--- config.mk ---
export PLATFORM = sky130hd
export DESIGN_NAME = reaction_timer
export DESIGN_NICKNAME = d
export VERILOG_FILES = /design/src/rtl/reaction_timer.sv
export SDC_FILE = /design/constraint.sdc
export NUM_CORES = 1
export LEC_CHECK = 0
export CORE_AREA = 2 2 114 83
export CTS_CLUSTER_DIAMETER = 40
export CTS_CLUSTER_SIZE = 12
export DETAILED_ROUTE_END_ITERATION = 6
export DIE_AREA = 0 0 116 85
export PLACE_DENSITY = 0.79
export SETUP_SLACK_MARGIN = 0.3
export SLEW_MARGIN = 40
export SYNTH_ARGS = -nofsm -noshare
export SYNTH_HDL_FRONTEND = slang
export SYNTH_SLANG_ARGS = --single-unit
--- constraint.sdc ---
create_clock -name clk -period 3 [get_ports clk]
set_input_delay 0.6 -clock clk [delete_from_list [all_inputs] [get_ports clk]]
set_output_delay 0.6 -clock clk [all_outputs]
set_load 0.05 [all_outputs]
--- src/rtl/reaction_timer.sv ---
// Reaction-game core: mode select, random hold-off, scored run with false-start detection.
// Optional best-score register enabled by defining REACTION_BEST_EN.
module reaction_timer #(
    parameter int NUM_MODES  = 3,
    parameter int BASE_TICKS = 100000,
    parameter int RESET_MODE = 1,
    parameter int NUM_W      = 14,
    parameter int MIN_DELAY  = 500000,
    parameter int DELAY_W    = 20
) (
    input  logic                         clk,
    input  logic                         rst_n,
    input  logic                         btnU,
    input  logic                         btnD,
    input  logic                         btnS,
    output logic [1:0]                   phase,
    output logic [$clog2(NUM_MODES)-1:0] mode,
    output logic [NUM_W-1:0]             number,
    output logic                         false_start,
    output logic [NUM_W-1:0]             best,
    output logic                         new_best
);

    localparam int MODE_W = $clog2(NUM_MODES);
    localparam int TICK_W = $clog2(BASE_TICKS) + NUM_MODES;
    localparam int DLY_W  = $clog2(MIN_DELAY + (1 << DELAY_W)) + 1;
    localparam logic [MODE_W-1:0] MODE_MAX = MODE_W'(NUM_MODES - 1);

    typedef enum logic [1:0] {
        S_SELECT = 2'd0,
        S_ARMED  = 2'd1,
        S_RUN    = 2'd2,
        S_DONE   = 2'd3
    } phase_e;

    phase_e             phase_q, phase_d;
    logic [MODE_W-1:0]  mode_q, mode_d;
    logic [NUM_W-1:0]   number_q, number_d;
    logic               fs_q, fs_d;
    logic [DLY_W-1:0]   delay_q, delay_d;
    logic [TICK_W-1:0]  tick_q, tick_d;
    logic [23:0]        lfsr_q, lfsr_d;
    logic               prev_u_q, prev_u_d;
    logic               prev_d_q, prev_d_d;
    logic               prev_s_q, prev_s_d;
    logic               rise_u, rise_d, rise_s;
    logic [TICK_W-1:0]  period;

    assign rise_u = btnU & ~prev_u_q;
    assign rise_d = btnD & ~prev_d_q;
    assign rise_s = btnS & ~prev_s_q;

    // Slowest mode (0) gets the longest period.
    assign period = TICK_W'(BASE_TICKS) << (MODE_MAX - mode_q);

    always_comb begin
        phase_d  = phase_q;
        mode_d   = mode_q;
        number_d = number_q;
        fs_d     = fs_q;
        delay_d  = delay_q;
        tick_d   = tick_q;
        prev_u_d = btnU;
        prev_d_d = btnD;
        prev_s_d = btnS;
        lfsr_d   = {lfsr_q[22:0], lfsr_q[23] ^ lfsr_q[22] ^ lfsr_q[21] ^ lfsr_q[16]};
        case (phase_q)
            S_SELECT: begin
                if (rise_u && !rise_d && mode_q != MODE_MAX) begin
                    mode_d = mode_q + MODE_W'(1);
                end else if (rise_d && !rise_u && mode_q != '0) begin
                    mode_d = mode_q - MODE_W'(1);
                end
                if (rise_s) begin
                    phase_d  = S_ARMED;
                    delay_d  = DLY_W'(MIN_DELAY) + DLY_W'(lfsr_q[DELAY_W-1:0]);
                    number_d = '0;
                    fs_d     = 1'b0;
                end
            end
            S_ARMED: begin
                // A press on the final hold-off cycle is still a false start.
                if (rise_s) begin
                    phase_d  = S_DONE;
                    fs_d     = 1'b1;
                    number_d = '0;
                end else if (delay_q == '0) begin
                    phase_d = S_RUN;
                    tick_d  = '0;
                end else begin
                    delay_d = delay_q - DLY_W'(1);
                end
            end
            S_RUN: begin
                if (tick_q == period - TICK_W'(1)) begin
                    tick_d = '0;
                    if (number_q != '1) begin
                        number_d = number_q + NUM_W'(1);
                    end
                end else begin
                    tick_d = tick_q + TICK_W'(1);
                end
                if (rise_s) begin
                    phase_d = S_DONE;
                end
            end
            S_DONE: begin
                if (rise_s) begin
                    phase_d = S_SELECT;
                end
            end
            default: phase_d = S_SELECT;
        endcase
    end

    // Button history resets high so a button held through reset is not seen as a press.
    always_ff @(posedge clk or negedge rst_n) begin
        if (!rst_n) begin
            phase_q  <= S_SELECT;
            mode_q   <= MODE_W'(RESET_MODE);
            number_q <= '0;
            fs_q     <= 1'b0;
            delay_q  <= '0;
            tick_q   <= '0;
            lfsr_q   <= 24'h000001;
            prev_u_q <= 1'b1;
            prev_d_q <= 1'b1;
            prev_s_q <= 1'b1;
        end else begin
            phase_q  <= phase_d;
            mode_q   <= mode_d;
            number_q <= number_d;
            fs_q     <= fs_d;
            delay_q  <= delay_d;
            tick_q   <= tick_d;
            lfsr_q   <= lfsr_d;
            prev_u_q <= prev_u_d;
            prev_d_q <= prev_d_d;
            prev_s_q <= prev_s_d;
        end
    end

    assign phase       = phase_q;
    assign mode        = mode_q;
    assign number      = number_q;
    assign false_start = fs_q;

`ifdef REACTION_BEST_EN
    logic [NUM_W-1:0] best_q, best_d;
    logic             new_best_q, new_best_d;

    // Only a stop from RUN is a valid score; the final score includes a same-cycle increment.
    always_comb begin
        best_d     = best_q;
        new_best_d = 1'b0;
        if (phase_q == S_RUN && rise_s && number_d < best_q) begin
            best_d     = number_d;
            new_best_d = 1'b1;
        end
    end

    always_ff @(posedge clk or negedge rst_n) begin
        if (!rst_n) begin
            best_q     <= '1;
            new_best_q <= 1'b0;
        end else begin
            best_q     <= best_d;
            new_best_q <= new_best_d;
        end
    end

    assign best     = best_q;
    assign new_best = new_best_q;
`else
    assign best     = '1;
    assign new_best = 1'b0;
`endif

endmodule
# --- Word level (Yosys, flattened, before mapping) ---
# Index checks and enable logic that the tools add are counted.
word_totals:
  memories: 0
  latchBits: 0
  wordCells: 88
  input_bits: 5
  rom_bits: 0
  ramBits: 0
  register_bits: 88
  output_inout_bits: 34
op_classes:
  add_sub_neg: 8
  eq_ne: 17
  bitwise: 9
  n_div: 0
  mux: 23
  n_shift: 1
  order_cmp: 0
  n_mul: 0
  n_reduce_logical: 20
op_table:
  columns: ["op", "count"]
  rows:
  - ["two-way mux 22 bit", 3]
  - ["two-way mux 20 bit", 3]
  - ["one-hot mux 22 bit (2 select lines)", 1]
  - ["two-way mux 14 bit", 3]
  - ["one-hot mux 20 bit (2 select lines)", 1]
  - ["one-hot mux 14 bit (2 select lines)", 1]
  - ["logical NOT 22 bit", 1]
  - ["subtractor 22 x 1 -> 22 bit (second input constant)", 1]
  - ["adder 19 x 20 -> 21 bit (first input constant)", 1]
  - ["adder 20 x 1 -> 20 bit (second input constant)", 1]
  - ["== test 20 bit", 1]
  - ["inequality test 2 bit (second input constant)", 10]
  - ["<< shifter 17 x 2 -> 20 bit (first input constant)", 1]
  - ["subtractor 20 x 1 -> 20 bit (second input constant)", 1]
  - ["adder 14 x 1 -> 14 bit (second input constant)", 1]
  - ["two-way mux 2 bit", 7]
  - ["inequality test 14 bit (second input constant)", 1]
  - ["AND reduction 4 bit", 3]
  - ["nonzero test 2 bit", 5]
  - ["one-hot mux 2 bit (4 select lines)", 1]
  - ["AND reduction 3 bit", 2]
  - ["== test 2 bit (second input constant)", 2]
  - ["logical AND 1 bit", 4]
  - ["AND 1 bit", 3]
  - ["14 further kinds", 20]

# --- Depth between registers and ports, before layout ---
# Gate-level depths: netlist (run 1).
logic_depth:
  depth_word: 7
  mapped_depth: 9
  ltp_nobuf: 8

# --- Worst setup path after synthesis (run 1) ---
# Ideal clock, no wire load.
synth_timing:
  kind: "register -> register"
  from: "register mode_q[0] (netlist: mode[0])"
  to: "register number_q[8] (netlist: number[8])"
  stages_incl_launch_ff: 10
  required_time_ns: 2.874
  setup_ns: 0.126
  path_buffers: 1
  arrival_time_ns: 2.876
  synth_period_minus_slack_ns: 3.002
  setup_slack_ns: -0.002
  path_cell_list: "dfstp_2 > inv_1 > ha_1 > nor4bb_1 > a2bb2oi_1 > nand4_1 > a311oi_2 > buf_4 > a31oi_1 > a221o_1"
synth_between:
  elab_chain_cells: 6
synth_lines:
  columns: ["element", "line_no", "rtl"]
  rows:
  - ["start: declaration", "37", "logic [MODE_W-1:0] mode_q, mode_d;"]
  - ["start signal: assignment", "120", "mode_q <= MODE_W'(RESET_MODE);"]
  - ["start signal: assignment", "131", "mode_q <= mode_d;"]
  - ["subtractor 2 bit", "54", "assign period = TICK_W'(BASE_TICKS) << (MODE_MAX - mode_q);"]
  - ["<< shifter 17 x 2 -> 20 bit", "54", null]
  - ["subtractor 20 x 1 -> 20 bit", "95", "if (tick_q == period - TICK_W'(1)) begin"]
  - ["== test 20 bit", "95", null]
  - ["inequality test 2 bit (no line)", null, null]
  - ["AND reduction 4 bit (no line)", null, null]
  - ["end signal: assignment", "132", "number_q <= number_d;"]
  - ["end: declaration", "38", "logic [NUM_W-1:0] number_q, number_d;"]
# No other way between the ends.
# A chain may end at the register's enable or synchronous reset.

# --- Worst setup path in the final report (run 1) ---
# Same ends and word-level chain as after synthesis.

==> impl_metrics.json, run 1 <==
{
  "yosys_register_bits": 88,
  "synth_compound_area_share_pct": 17.9,
  "path_cells": "clkinvlp_4 -> ha_4 -> nor4bb_4 -> a2bb2oi_1 -> nand4_1 -> buf_4 -> a311oi_2 -> buf_4 -> buf_12 -> a31oi_1 -> a221o_1",
  "cts_root_buffer": "clkbuf_16",
  "io_buffers": 23,
  "final.period_utilization_pct": 88.7,
  "cp_slowest_cell": "dfstp_4",
  "antenna_found_initial": 0,
  "synthesis.area_sq_mm": 0.00504,
  "yosysSeqAreaShare_pct": 43.8,
  "pin_count": 39,
  "worstSkewPairLatency_ns": 0.35,
  "rsz0062_at_grt": "true",
  "cts_tree": "yes",
  "cp.required_ns": 3.23,
  "ys_top_cells_by_area": "dfrtp_1 (41%), nand2_1 (3.9%), xnor2_1 (3.8%)",
  "synth_top_cell_area_share_pct": 41.2,
  "syn-instance-count": 540,
  "synth_top_family_by_area": "simple AND/OR/NAND/NOR gates",
  "wirelength_microns": 11900,
  "cts_hold_buffers": 0,
  "grt_overflow": 0,
  "area_growth_pct": 17.0,
  "drv_cap": 0,
  "async_flop_share_pct": 100,
  "viasPerCell": 6.06,
  "drc": 0,
  "dieWidth_microns": 116,
  "synthMostInstantiatedCell": "dfrtp_1",
  "cts_buffers": 9,
  "drt_pass1_iterations": 5,
  "setup.worst_path.start_class": "flip-flop",
  "maxSlewViolCount": 0,
  "rows": 29,
  "relSlewSlack_pct": 58.4,
  "avgSynthCellArea_sq_um": 9.34,
  "chipHeight_microns": 85,
  "fin_util_pct": 67.2,
  "wl_per_cell_microns": 16.9,
  "htreeDepth": 3,
  "yosys_warnings": 0,
  "die_area_sq_mm": 0.00986,
  "outcome": "finished clean",
  "synthMuxAreaShare_pct": 1.07,
  "worst_pin_slew_ns": 0.624,
  "clockBufferDepth": 2,
  "synth_cell_types": 67,
  "drtAntennaViolNets": 0,
  "synth_flop_cell": "dfrtp_1",
  "drive_gt1_share_pct": 13.0,
  "dpl.hpwl_microns": 7870,
  "crit_start": "mode[0]",
  "drt-initial-drc-count": 309,
  "cp_top_family": "compound AO/OA/AOI/OAI gates",
  "fmax_mhz": 376,
  "stdcell_area_sq_mm": 0.00590,
  "holdCritPathClass": "primary input to async pin",
  "cp_num_buf_inv": 4,
  "critPathKind": "flip-flop to flip-flop",
  "worstPathArrival_ns": 2.89,
  "setup_violations": 0,
  "start_util_pct": 57.4,
  "vias": 4291,
  "p_leak_nw": 2.51,
  "grt_pass1_wl_microns": 20200,
  "crit_top_cell": "buf_4",
  "fin_nets": 599,
  "p_per_area_mw_per_mm2": 848,
  "cts.clk_slew.worst_paths_ns": 0.07,
  "skew_ns": 0.00927,
  "max-vdd-ir-drop_mv": 0.684,
  "synthXorXnorAreaFrac_pct": 6.08,
  "cp_num_cells": 11,
  "r2r-start": "mode[0]",
  "antenna-diode-count": 0,
  "dpl_cell_area_sq_mm": 0.00546,
  "coreArea_sq_mm": 0.00878,
  "place.gp.congestion": 0.844,
  "finalCriticalPeriod_ns": 2.66,
  "slowest_delay_ns": 0.63,
  "grt_pass1_vias": 4102,
  "netlist_top_cells_count": "dfrtp_1 (83), nand2_1 (53), nor2_1 (48), a21oi_1 (36), o21ai_0 (31)",
  "path_max_fanout": 12,
  "clock_sinks": 88,
  "worstSetupEndpointType": "flip-flop",
  "synth_top_area_cell": "dfrtp_1",
  "synth-edff-count": 0,
  "grt_start_max_net_pins": 48,
  "rr_worst_depth": 11,
  "synth_adder_area_share_pct": 3.72,
  "synth-simple-area-share_pct": 22.5,
  "finalHoldViolCount": 0,
  "gr-usage-all-layers_pct": 26.0
}
worst paths after layout:
check,endpoint,slack (ns)
min in group clk,lfsr_q[21],0.36
worst min-delay path,delay_q[17],0.25
worst min register to register,lfsr_q[21],0.36
max in group asynchronous,lfsr_q[5],2.11
worst max register to register,number[8],0.34
worst max-delay path,number[8],0.34
cell families after synthesis:
group,after synthesis
XOR/XNOR,35
flip-flops,88
adder cells (fa/ha/maj),15
multiplexers,5
AO/OA/AOI/OAI,135
buffers and inverters,46
other,2
AND/OR/NAND/NOR,214
state kept, by name (all words and copies together), names as in the netlist, 2 cells and up:
register and flops:
lfsr_q 24, delay_q 22, tick_q 20, number 14, mode 2, phase 2
report_power, final:
group          switching (mW)  total [mW]  internal (mW)
clock                   0.463        1.16          0.693
sequential              0.242        1.61           1.37
combinational            1.39        2.23          0.840
total                    2.09        5.00           2.91
per-stage QoR:
step	setup slack (ns)	power [mW]	hold slack, ns	setup TNS [ns]	cells
global placement	0.164	3.62	0.339	0	684
detailed placement	-0.0356	3.71	0.344	-0.0356	684
global route	0.216	5.29	0.282	0	708
CTS	0.337	4.93	0.251	0	706
floorplan	0.103	3.13	0.304	0	553
finish	0.339	5.00	0.246	0	708
routing by layer:
| metal | vias up | global-route usage, % | wire (microns) | share of wire, % |
|---|---|---|---|---|
| li1 | 2019 | - | - | - |
| met1 | 2096 | 39.5 | 5690 | 48 |
| met2 | 157 | 37.5 | 5310 | 45 |
| met3 | 19 | 6.21 | 766 | 6.4 |
| met4 | 0 | 6.60 | 163 | 1.4 |
| met5 | - | 0 | 0 | 0 |
cell usage in the layout, fill, tap and decap left out, types with 7 or more instances in the layout:
cell             instances
a31oi_1                 11
nor3_1                  18
nand2_1                 53
buf_4                   23
a21oi_1                 36
and3_1                  12
conb_1                  15
or3_1                    7
nand3_1                 19
nand4_1                 12
nor2_1                  47
xnor2_1                 22
a22o_1                   8
dfrtp_1                 82
clkbuf_16                9
xor2_1                  12
inv_1                   11
clkdlybuf4s50_1         22
o21ai_0                 31
ha_1                    13
what timing repair did:
item,CTS,global route
pin swaps,3,4
cloned,1,0
resized for setup,4,7
buffers inserted,5,2
endpoints found under the setup margin,31,31
area by class of cell:
type                    count  area [sq um]
well taps                 124           155
repair buffers             48           465
flip-flops and latches     88          2210
inverters                  13          52.6
multi-input cells         419          2710
clock inverters             2          37.5
fillers                   688          2880
clock buffers              14           264
(Power assumes the default switching activity.)
==> inputs of run 2 (changes only) <==
--- a/config.mk
+++ b/config.mk
@@ -5,12 +5,12 @@
 export SDC_FILE = /design/constraint.sdc
 export NUM_CORES = 1
 export LEC_CHECK = 0
-export CORE_AREA = 2 2 114 83
+export CORE_AREA = 2 2 120 87
 export CTS_CLUSTER_DIAMETER = 40
 export CTS_CLUSTER_SIZE = 12
 export DETAILED_ROUTE_END_ITERATION = 6
-export DIE_AREA = 0 0 116 85
-export PLACE_DENSITY = 0.79
+export DIE_AREA = 0 0 122 89
+export PLACE_DENSITY = 0.75
 export SETUP_SLACK_MARGIN = 0.3
 export SLEW_MARGIN = 40
 export SYNTH_ARGS = -nofsm -noshare
==> constraint.sdc (replaced) <==
create_clock -name clk -period 2.32 [get_ports clk]
set_input_delay 0.464 -clock clk [delete_from_list [all_inputs] [get_ports clk]]
set_output_delay 0.464 -clock clk [all_outputs]
set_load 0.05 [all_outputs]
==> run 2 against run 1 <==
Compared with the run above: clock skew shrank 0.00065 ns; routed wire length grew 13%; die area grew 10%; via count grew 6.8%; clock power grew 28%; worst hold slack lost 0.25 ns; the flow now finishes with violations (negative setup slack); sequential share of layout area shrank 5.2 points; setup slack lost 0.85 ns; critical endpoint is now number[13]; sequential power grew 30%.
==> impl_metrics.json, run 2 (same netlist as run 1, synthesis figures left out) <==
{
  "r2r-start": "mode[0]",
  "intPower_mw": 4.46,
  "finalWorstSetupSlack_ns": -0.510,
  "rrSetupSlack_ns": -0.51,
  "rr_worst_depth": 12,
  "p_clk_share_pct": 19.2,
  "maxSlewViolCount": 0,
  "p_leak_nw": 2.92,
  "largest_reg_flops": 24,
  "cp_slowest_cell": "dfstp_4",
  "rows": 30,
  "vias": 4582,
  "layout_common_cells": "dfrtp_1 (75), buf_4 (51), nand2_1 (50), nor2_1 (36), a21oi_1 (23)",
  "chipHeight_microns": 89,
  "cts_hold_buffers": 0,
  "p_sw_mw": 3.28,
  "skew_ns": 0.00862,
  "drive_gt1_share_pct": 31.2,
  "fin_nets": 649,
  "multi_input_area_sq_mm": 0.00315,
  "grt_start_max_net_pins": 48,
  "path_max_fanout": 8,
  "violations": "negative setup slack",
  "cp.required_ns": 2.57,
  "outcome": "finished with violations",
  "worstPathArrival_ns": 3.08,
  "pin_count": 39,
  "dieWidth_microns": 122,
  "worstSkewPairLatency_ns": 0.35,
  "finalCriticalPeriod_ns": 2.83,
  "grt_pass1_wl_microns": 20900,
  "cts_root_buffer": "clkbuf_16",
  "setup_violations": 34,
  "start_util_pct": 52.7,
  "fillers": 660,
  "grt_overflow": 0,
  "fin_util_pct": 71.8,
  "final_common_cell": "dfrtp_1",
  "max-vdd-ir-drop_mv": 0.681,
  "slowest_delay_ns": 0.63,
  "io_buffers": 23,
  "hold_slack_ns": 0.000589,
  "biggestRegsByFlops": "lfsr_q x24, delay_q x22, tick_q x20",
  "relSlewSlack_pct": 66.6,
  "grt_pass1_vias": 4205,
  "seqCellArea_sq_mm": 0.00222,
  "clock_sinks": 88,
  "dpl.hpwl_microns": 7990,
  "htreeDepth": 3,
  "critPathKind": "flip-flop to flip-flop",
  "top_register": "lfsr_q",
  "worstSetupEndpointType": "flip-flop",
  "clockBufferDepth": 2,
  "drt-initial-drc-count": 366,
  "crit_top_cell": "buf_4",
  "antenna_found_initial": 0,
  "power_mw": 7.74,
  "p_per_area_mw_per_mm2": 1130,
  "holdCritPathClass": "primary input to async pin",
  "coreArea_sq_mm": 0.00957,
  "switching_share_pct": 42.4,
  "area_growth_pct": 36.3,
  "drtAntennaViolNets": 0,
  "finalHoldViolCount": 0,
  "seqPwrFrac_pct": 27.0,
  "cp_num_buf_inv": 5,
  "r2r-end": "number[13]",
  "drc": 0,
  "die_area_sq_mm": 0.0109,
  "fmax_mhz": 353,
  "final.period_utilization_pct": 122,
  "drv_cap": 0,
  "cp_top_family": "buffers and inverters",
  "cts_tree": "yes",
  "setup.worst_path.start_class": "flip-flop",
  "rsz0062_at_grt": "true",
  "cts_buffers": 9,
  "place.gp.congestion": 0.847,
  "antenna-diode-count": 0,
  "drt_pass1_iterations": 5,
  "wl_per_cell_microns": 17.7,
  "worst_pin_slew_ns": 0.500,
  "path_cells": "clkinvlp_4 -> buf_4 -> ha_1 -> xor2_1 -> nor3_2 -> nand4_1 -> a311oi_2 -> buf_4 -> buf_4 -> buf_4 -> nand3_1 -> o211ai_1",
  "viasPerCell": 6.01,
  "cts.clk_slew.worst_paths_ns": 0.07,
  "gr-usage-all-layers_pct": 24.5,
  "comb_power_share_pct": 53.7,
  "wirelength_microns": 13500
}
run 2: changes by cell type in the layout (fill, tap and decap cells not counted), moves of 8 or more:
cell / delta
a21oi_1: -13
a21oi_2: +10
buf_4: +28
buf_6: +13
clkdlybuf4s50_1: -19
dlygate4sd2_1: +17
nor2_1: -11
nor2_4: +8
o21ai_0: -19
o21ai_2: +9
run 2: worst max path at each step:
| stage | from | endpoint | slack (ns) | depth (start not counted) |
|---|---|---|---|---|
| 3_3_place_gp | mode[0] | number[6] | -0.26 | 10 |
| 2_1_floorplan | mode[0] | number[8] | -0.58 | 9 |
| 3_5_place_dp | mode[0] | number[3] | -0.40 | 10 |
| 4_1_cts | mode[0] | tick_q[19] | -0.34 | 10 |
| 6_report | mode[0] | number[13] | -0.51 | 12 |
| 5_1_grt | mode[0] | number[13] | -0.61 | 12 |
run 2: layout make-up:
type	count	area share, %
Clock inverter	6	0.984
Tap cell	128	2.33
Clock buffer	10	3.48
Inverter	13	0.783
Multi-Input combinational cell	419	45.9
Timing Repair Buffer	98	14.2
Sequential cell	88	32.3
run 2: repair_timing:
item,4_1_cts,5_1_grt
pin swaps,58,33
gates resized for setup,77,53
buffers inserted,18,9
cloned,2,1
endpoints found under the setup margin,74,60
endpoints found under the hold margin,0,0
run 2: worst reg2reg max path, cell delays in order, from the launching register on:
cell,delay [ns]
dfstp_4,0.63
clkinvlp_4,0.14
buf_4,0.16
ha_1,0.21
xor2_1,0.15
nor3_2,0.24
nand4_1,0.24
a311oi_2,0.31
buf_4,0.22
buf_4,0.13
buf_4,0.10
nand3_1,0.09
o211ai_1,0.12
run 2: power by group through the flow:
stage          clock, mW  sequential, mW  combinational [mW]
6_report            1.49            2.09                4.16
5_1_grt             1.58            2.12                4.45
4_1_cts             1.51            2.07                3.65
3_5_place_dp           0            2.10                3.20
3_3_place_gp           0            2.09                3.10
2_1_floorplan          0            2.36                1.88
run 2: stage by stage:
step	setup WS [ns]	std cells	area (sq um)	TNS [ns]
floorplan	-0.577	553	5220	-11.84
global placement	-0.262	716	5800	-5.75
detailed placement	-0.398	716	5800	-9.09
CTS	-0.344	752	6510	-10.26
global route	-0.612	762	6870	-17.02
finish	-0.510	762	6870	-13.68
run 2: routing by layer:
metal  global-route usage [%]  vias up  wire length [microns]
met5                        0        -                      0
li1                         -     2111                      -
met4                     6.37        0                    197
met3                     5.36       24                    830
met2                     37.0      188                   6290
met1                     36.0     2259                   6180
